`config.mk`:
```
export PLATFORM = sky130hd
export DESIGN_NAME = char_mem_arbiter
export DESIGN_NICKNAME = d
export VERILOG_FILES = /design/src/rtl/char_mem_arbiter.sv
export SDC_FILE = /design/constraint.sdc
export NUM_CORES = 1
export LEC_CHECK = 0
export ABC_AREA = 1
export CELL_PAD_IN_SITES_DETAIL_PLACEMENT = 1
export CELL_PAD_IN_SITES_GLOBAL_PLACEMENT = 1
export CORE_AREA = 2 2 84 94
export CTS_BUF_LIST = sky130_fd_sc_hd__clkbuf_16
export DETAILED_ROUTE_END_ITERATION = 6
export DIE_AREA = 0 0 86 96
export PLACE_DENSITY_LB_ADDON = 0.15
export RECOVER_POWER = 50
export SYNTH_ARGS = -nofsm -noshare
export SYNTH_HDL_FRONTEND = slang
export SYNTH_SLANG_ARGS = --single-unit
```
`constraint.sdc`:
```
create_clock -name clk -period 2.9 [get_ports clk]
set_input_delay 0.58 -clock clk [delete_from_list [all_inputs] [get_ports clk]]
set_output_delay 0.58 -clock clk [all_outputs]
set_load 0.05 [all_outputs]
```
`src/rtl/char_mem_arbiter.sv`:
```
// char_mem_arbiter: shares the single read/write port of the character memory
// between the HPS command path (requester 0) and the text engine (requester 1).
// Round-robin arbitration with an optional burst lock. One access is accepted
// per cycle. Read data is routed back to its owner after a fixed latency by a
// tag pipeline that runs alongside the memory.
module char_mem_arbiter #(
    parameter int M_WIDTH = 8,
    parameter int ADDR_W  = 13,
    parameter int RD_LAT  = 1
) (
    input  logic               clk,
    input  logic               rst_n,
    // requester 0
    input  logic               req0,
    input  logic               we0,
    input  logic [ADDR_W-1:0]  addr0,
    input  logic [M_WIDTH-1:0] wdata0,
    input  logic               lock0,
    output logic               gnt0,
    output logic               rvalid0,
    output logic [M_WIDTH-1:0] rdata0,
    // requester 1
    input  logic               req1,
    input  logic               we1,
    input  logic [ADDR_W-1:0]  addr1,
    input  logic [M_WIDTH-1:0] wdata1,
    input  logic               lock1,
    output logic               gnt1,
    output logic               rvalid1,
    output logic [M_WIDTH-1:0] rdata1,
    // memory port
    output logic [ADDR_W-1:0]  mem_addr,
    output logic               mem_we,
    output logic [M_WIDTH-1:0] mem_wdata,
    input  logic [M_WIDTH-1:0] mem_rdata
);

    typedef enum logic [1:0] {
        OWN_NONE = 2'd0,
        OWN_0    = 2'd1,
        OWN_1    = 2'd2
    } owner_t;

    owner_t              r_owner;
    owner_t              w_owner_next;
    logic                r_last_gnt;     // id of the most recent grantee
    logic [RD_LAT:0]     r_tag_valid;    // read-tag pipe: valid bits
    logic [RD_LAT:0]     r_tag_id;       // read-tag pipe: requester ids
    logic [M_WIDTH-1:0]  r_rdata0;
    logic [M_WIDTH-1:0]  r_rdata1;
    logic                w_rd_valid;
    logic                w_rd_id;

    // Owner register: tracks which requester, if any, holds a burst lock.
    always_ff @(posedge clk or negedge rst_n) begin
        if (!rst_n) begin
            r_owner <= OWN_NONE;
        end else begin
            r_owner <= w_owner_next;
        end
    end

    // Arbitration and next owner: a locked owner is served exclusively (or
    // nobody is, while it idles); otherwise round-robin against last_gnt.
    always_comb begin
        gnt0         = 1'b0;
        gnt1         = 1'b0;
        w_owner_next = r_owner;
        if (rst_n) begin
            if (r_owner == OWN_0) begin
                gnt0 = req0;
            end else if (r_owner == OWN_1) begin
                gnt1 = req1;
            end else if (req0 && req1) begin
                gnt0 = r_last_gnt;
                gnt1 = !r_last_gnt;
            end else begin
                gnt0 = req0;
                gnt1 = req1;
            end
        end
        // Lock is only taken by the requester granted this cycle and is
        // released as soon as the owner's lock input is seen low.
        if (gnt0 && lock0) begin
            w_owner_next = OWN_0;
        end else if (gnt1 && lock1) begin
            w_owner_next = OWN_1;
        end else if ((r_owner == OWN_0) && !lock0) begin
            w_owner_next = OWN_NONE;
        end else if ((r_owner == OWN_1) && !lock1) begin
            w_owner_next = OWN_NONE;
        end
    end

    // Remember who was granted last so contention alternates.
    always_ff @(posedge clk or negedge rst_n) begin
        if (!rst_n) begin
            r_last_gnt <= 1'b1;
        end else if (gnt1) begin
            r_last_gnt <= 1'b1;
        end else if (gnt0) begin
            r_last_gnt <= 1'b0;
        end
    end

    // Register the granted access onto the memory port; write strobe is a
    // single-cycle pulse, address and data hold when idle.
    always_ff @(posedge clk or negedge rst_n) begin
        if (!rst_n) begin
            mem_addr  <= '0;
            mem_we    <= 1'b0;
            mem_wdata <= '0;
        end else if (gnt0) begin
            mem_addr  <= addr0;
            mem_we    <= we0;
            mem_wdata <= wdata0;
        end else if (gnt1) begin
            mem_addr  <= addr1;
            mem_we    <= we1;
            mem_wdata <= wdata1;
        end else begin
            mem_we    <= 1'b0;
        end
    end

    assign w_rd_valid = (gnt0 && !we0) || (gnt1 && !we1);
    assign w_rd_id    = gnt1;

    // Tag pipe: stage 0 is valid while the address is on the memory port,
    // stage RD_LAT lines up with the returning read data.
    always_ff @(posedge clk or negedge rst_n) begin
        if (!rst_n) begin
            r_tag_valid <= '0;
            r_tag_id    <= '0;
        end else begin
            r_tag_valid <= {r_tag_valid[RD_LAT-1:0], w_rd_valid};
            r_tag_id    <= {r_tag_id[RD_LAT-1:0], w_rd_id};
        end
    end

    assign rvalid0 = r_tag_valid[RD_LAT] && !r_tag_id[RD_LAT];
    assign rvalid1 = r_tag_valid[RD_LAT] &&  r_tag_id[RD_LAT];

    // Hold the last delivered word per requester so rdata is stable between returns.
    always_ff @(posedge clk or negedge rst_n) begin
        if (!rst_n) begin
            r_rdata0 <= '0;
            r_rdata1 <= '0;
        end else begin
            if (rvalid0) r_rdata0 <= mem_rdata;
            if (rvalid1) r_rdata1 <= mem_rdata;
        end
    end

    assign rdata0 = rvalid0 ? mem_rdata : r_rdata0;
    assign rdata1 = rvalid1 ? mem_rdata : r_rdata1;

endmodule

```
==> impl_summary.txt <==
----------------------------------------------------
[Final layout]
  Fraction of layout instances using a drive strength above 1 ... 10.8%
  Post-route core utilization ... 45.7%
  Layout filler cell count ... around 900
  Area grow syn2layout ... 57.2%
  Ant. Diodes ... 0
  NumNets Final ... between 400 and 500
  Post-route non-filler standard cell count ... 456

[Detailed routing]
  Wl on met1 ... 2840 um
  Met3 Routed Length ... 406 um
  Highest Signal Layer ... met4
  Overall routed net length ... 6320 um
  First-iteration detailed-routing DRC count ... 48
  Count of vias placed by the detailed router ... about 2,100
  Met2 Routed Length ... 3000 um
  Drt drc ... 0
  Number of optimization iterations in the first detailed-route pass ... 4
  Routed wirelength normalized by instance count ... 13.9 um
  Vias per std cell ... 4.59
  Post-detailed-route count of antenna-violating nets ... 0

[Synth]
  Mean post-synth cell area ... 7.97 um^2
  Most used DFF post-synth ... dfrtp_1
  Post-Syn Area ... 0.00213 mm^2
  Sequential cell area fraction in the yosys report ... 53.0%
  Biggest area consumer among synthesized cells ... dfrtp_1
  Number of flops mapped to enable cells by yosys ... 0
  Total number of yosys warnings ... 0
  Net count after synthesis ... 325
  Leading post-synthesis cells by cell area ... dfrtp_1 52%, nand3_1 15%, nand2_1 13%
  Dominant cell by count in the synthesized netlist ... nand2_1
  Proportion of synthesized flip-flops having asynchronous set or reset ... 100%
  Post-Syn Instances ... 267
  Synth top area share ... 51.8%
  List of most frequent post-synthesis cells ... 72 x nand2_1, 65 x nand3_1, 44 x dfrtp_1
  Post-synthesis cell type count ... 15
  Register bit count reported by yosys ... 45

[Global routing]
  Global-route wire length before repair ... ~10,000 um
  Remaining global-route overflow ... 0
  Total track usage ... 16.3%
  Initial antenna violation count ... 0
  Number of global-route vias before repair ... 2,087
  Maximum number of pins on one net before global-route repair ... 29

[Timing]
  Number of failing hold endpoints at the final stage ... 0
  Final period utilization ... 79.2%
  Highest Clock Rate ... 436 MHz
  Unrepaired setup endpoints after global routing ... no
  Hold slack final ... 351 ps
  Post-Route Skew ... 5.57 ps
  Worst-margin pin slew ... approximately 1500 ps
  Total of endpoints with negative setup slack in the final report ... 0
  Min Tclk post-route ... 2300 ps
  Worst slew margin ... -0.866%
  Fin. max-slew vios ... 29
  Worst Setup Slack, final ... 604 ps

[Clock tree]
  Later-pin clock latency in the skew report ... between 200 and 300 ps
  Clock buffer depth ... 2
  Sink Count ... between 40 and 50
  Number of CTS-inserted buffers ... 5
  Number of gates given a new drive strength after cts ... 0
  Cell at the root of the clock tree ... clkbuf_16
  Hold_buf cts ... 0
  Setup fix buffers added after clock tree synthesis ... 0
  TritonCTS clock tree ... done
  Clock slew at reported path FFs ... 70 ps
  CTS H-Tree Depth ... 2

[Floorplan]
  Area of the die ... 0.00826 mm^2
  Total I/O pin count ... 100
  CORE AREA ... 0.00731 mm^2
  Horizontal die dimension ... 86 um
  Site Rows ... 33
  Effective utilization at floorplan ... 29.1%
  Die Ht ... 96 um

[Worst setup path]
  Data arrival time of the worst path ... between 1500 and 2000 ps
  Nature of the critical path startpoint ... input port
  Critical path, cell by cell ... dlygate4sd3_1, inv_1, o21ai_0, buf_12
  Top Family by Delay on Critical Path ... buffers and inverters
  CP endpoint kind ... output port
  Critical path class ... in -> out
  Critical path's largest stage delay ... 520 ps
  WP buf/inv ... 3
  Critical path's slowest cell ... dlygate4sd3_1
  Max Fanout on Critical Path ... 2
  Req. time, crit path ... ~2300 ps

[Hold path]
  Worst min path class ... reg -> reg

[Placement]
  Number of buffers inserted by port buffering ... 99
  RD Place Congestion ... 0.751
  Post-DP HPWL ... 4610 um
  Post-Place Setup Slack ... 663 ps
  Number of placed instances with taps included ... between 400 and 500

[Outcome]
  Run status ... complete, but fails checks
  Violated checks ... max-capacitance violations, max-slew violations

[Power]
  Worst IR drop on VDD ... approximately 0.37 mV
  Reported leakage power ... between 1.5 and 2 nW
  Pwr/cell area ... 1180 mW/mm^2

[Flow run]
  Count of max-cap constraint violations ... 1

----------------------------------------------------
## per-stage QoR
step | setup TNS [ps] | power [mW] | cell area, um^2
after global routing | 0 | 4.18 | 3340
after floorplan | -3120 | 2.54 | 2130
after detailed placement | 0 | 3.36 | 3200
final | 0 | 3.95 | 3340
after CTS | 0 | 4.03 | 3370
after global placement | 0 | 3.32 | 3200
## registers in the layout, indices dropped and copies added (netlist names), 2 cells and up
register / cells
r_owner: 2
r_tag_id: 2
mem_wdata: 8
r_rdata0: 8
r_rdata1: 8
mem_addr: 13
r_tag_valid: 2
## report_power, final
part	leakage, nW	internal, mW	switching [mW]	total (mW)
Clock	0.0800	0.408	0.240	0.648
Combinational	1.04	0.703	1.54	2.25
Sequential	0.553	0.920	0.135	1.06
## path summary, 6_finish.rpt
| check | from | end | slack, ps | cells after the start |
|---|---|---|---|---|
| worst max-delay path | mem_rdata[1] | rdata0[1] | 600 | 4 |
| worst min-delay path | r_tag_valid[0] | r_tag_valid[1] | 350 | 0 |
| worst max register to register | r_last_gnt | mem_wdata[1] | 960 | 7 |
| worst min register to register | r_tag_valid[0] | r_tag_valid[1] | 350 | 0 |
| max in group asynchronous | rst_n | mem_addr[0] | 1150 | 2 |
| min in group asynchronous | rst_n | mem_addr[11] | 610 | 2 |
## cells in the final DEF, fill, tap and decap left out, drive strengths merged
| cell type | instances |
|---|---|
| dfrtp | 44 |
| clkinv | 1 |
| nand3 | 65 |
| dfstp | 1 |
| a21oi | 1 |
| nor2 | 7 |
| nand2 | 76 |
| or2 | 1 |
| dlygate4sd3 | 8 |
| inv | 40 |
| bufinv | 1 |
| clkinvlp | 1 |
| clkbuf | 10 |
| buf | 23 |
| clkdlybuf4s50 | 72 |
| o21ai | 18 |
## per-layer routing
layer  GRT usage, %  up-vias
met5              0        -
met4           5.16        0
met3           3.60        6
met2           27.5       62
met1           20.9      989
li1               -     1036
## worst reg2reg max path: cells and delay by family, from the launching register on
kind,cells,cell delay [ps]
buf+inv,2,850
flops,1,540
simple gates,5,470
## cell type report
cell class                      count  area [um^2]  share of cell area, %
Timing Repair Buffer              108         1030                   30.8
Clock buffer                        5          125                   3.74
Inverter                           40          150                   4.49
Tap cell                           87          109                   3.26
Sequential cell                    45         1130                   33.7
Multi-Input combinational cell    168          756                   22.6
Clock inverter                      3         46.3                   1.38
## kinds of logic after synthesis
logic type	Yosys count	share of synthesized area [%]
and+or+nand+nor	149	31.1
buffers and inverters	54	10.9
DFF	45	53.0
AOI/OAI and AO/OA	19	5.00
Power figures use the tool's default switching activity.
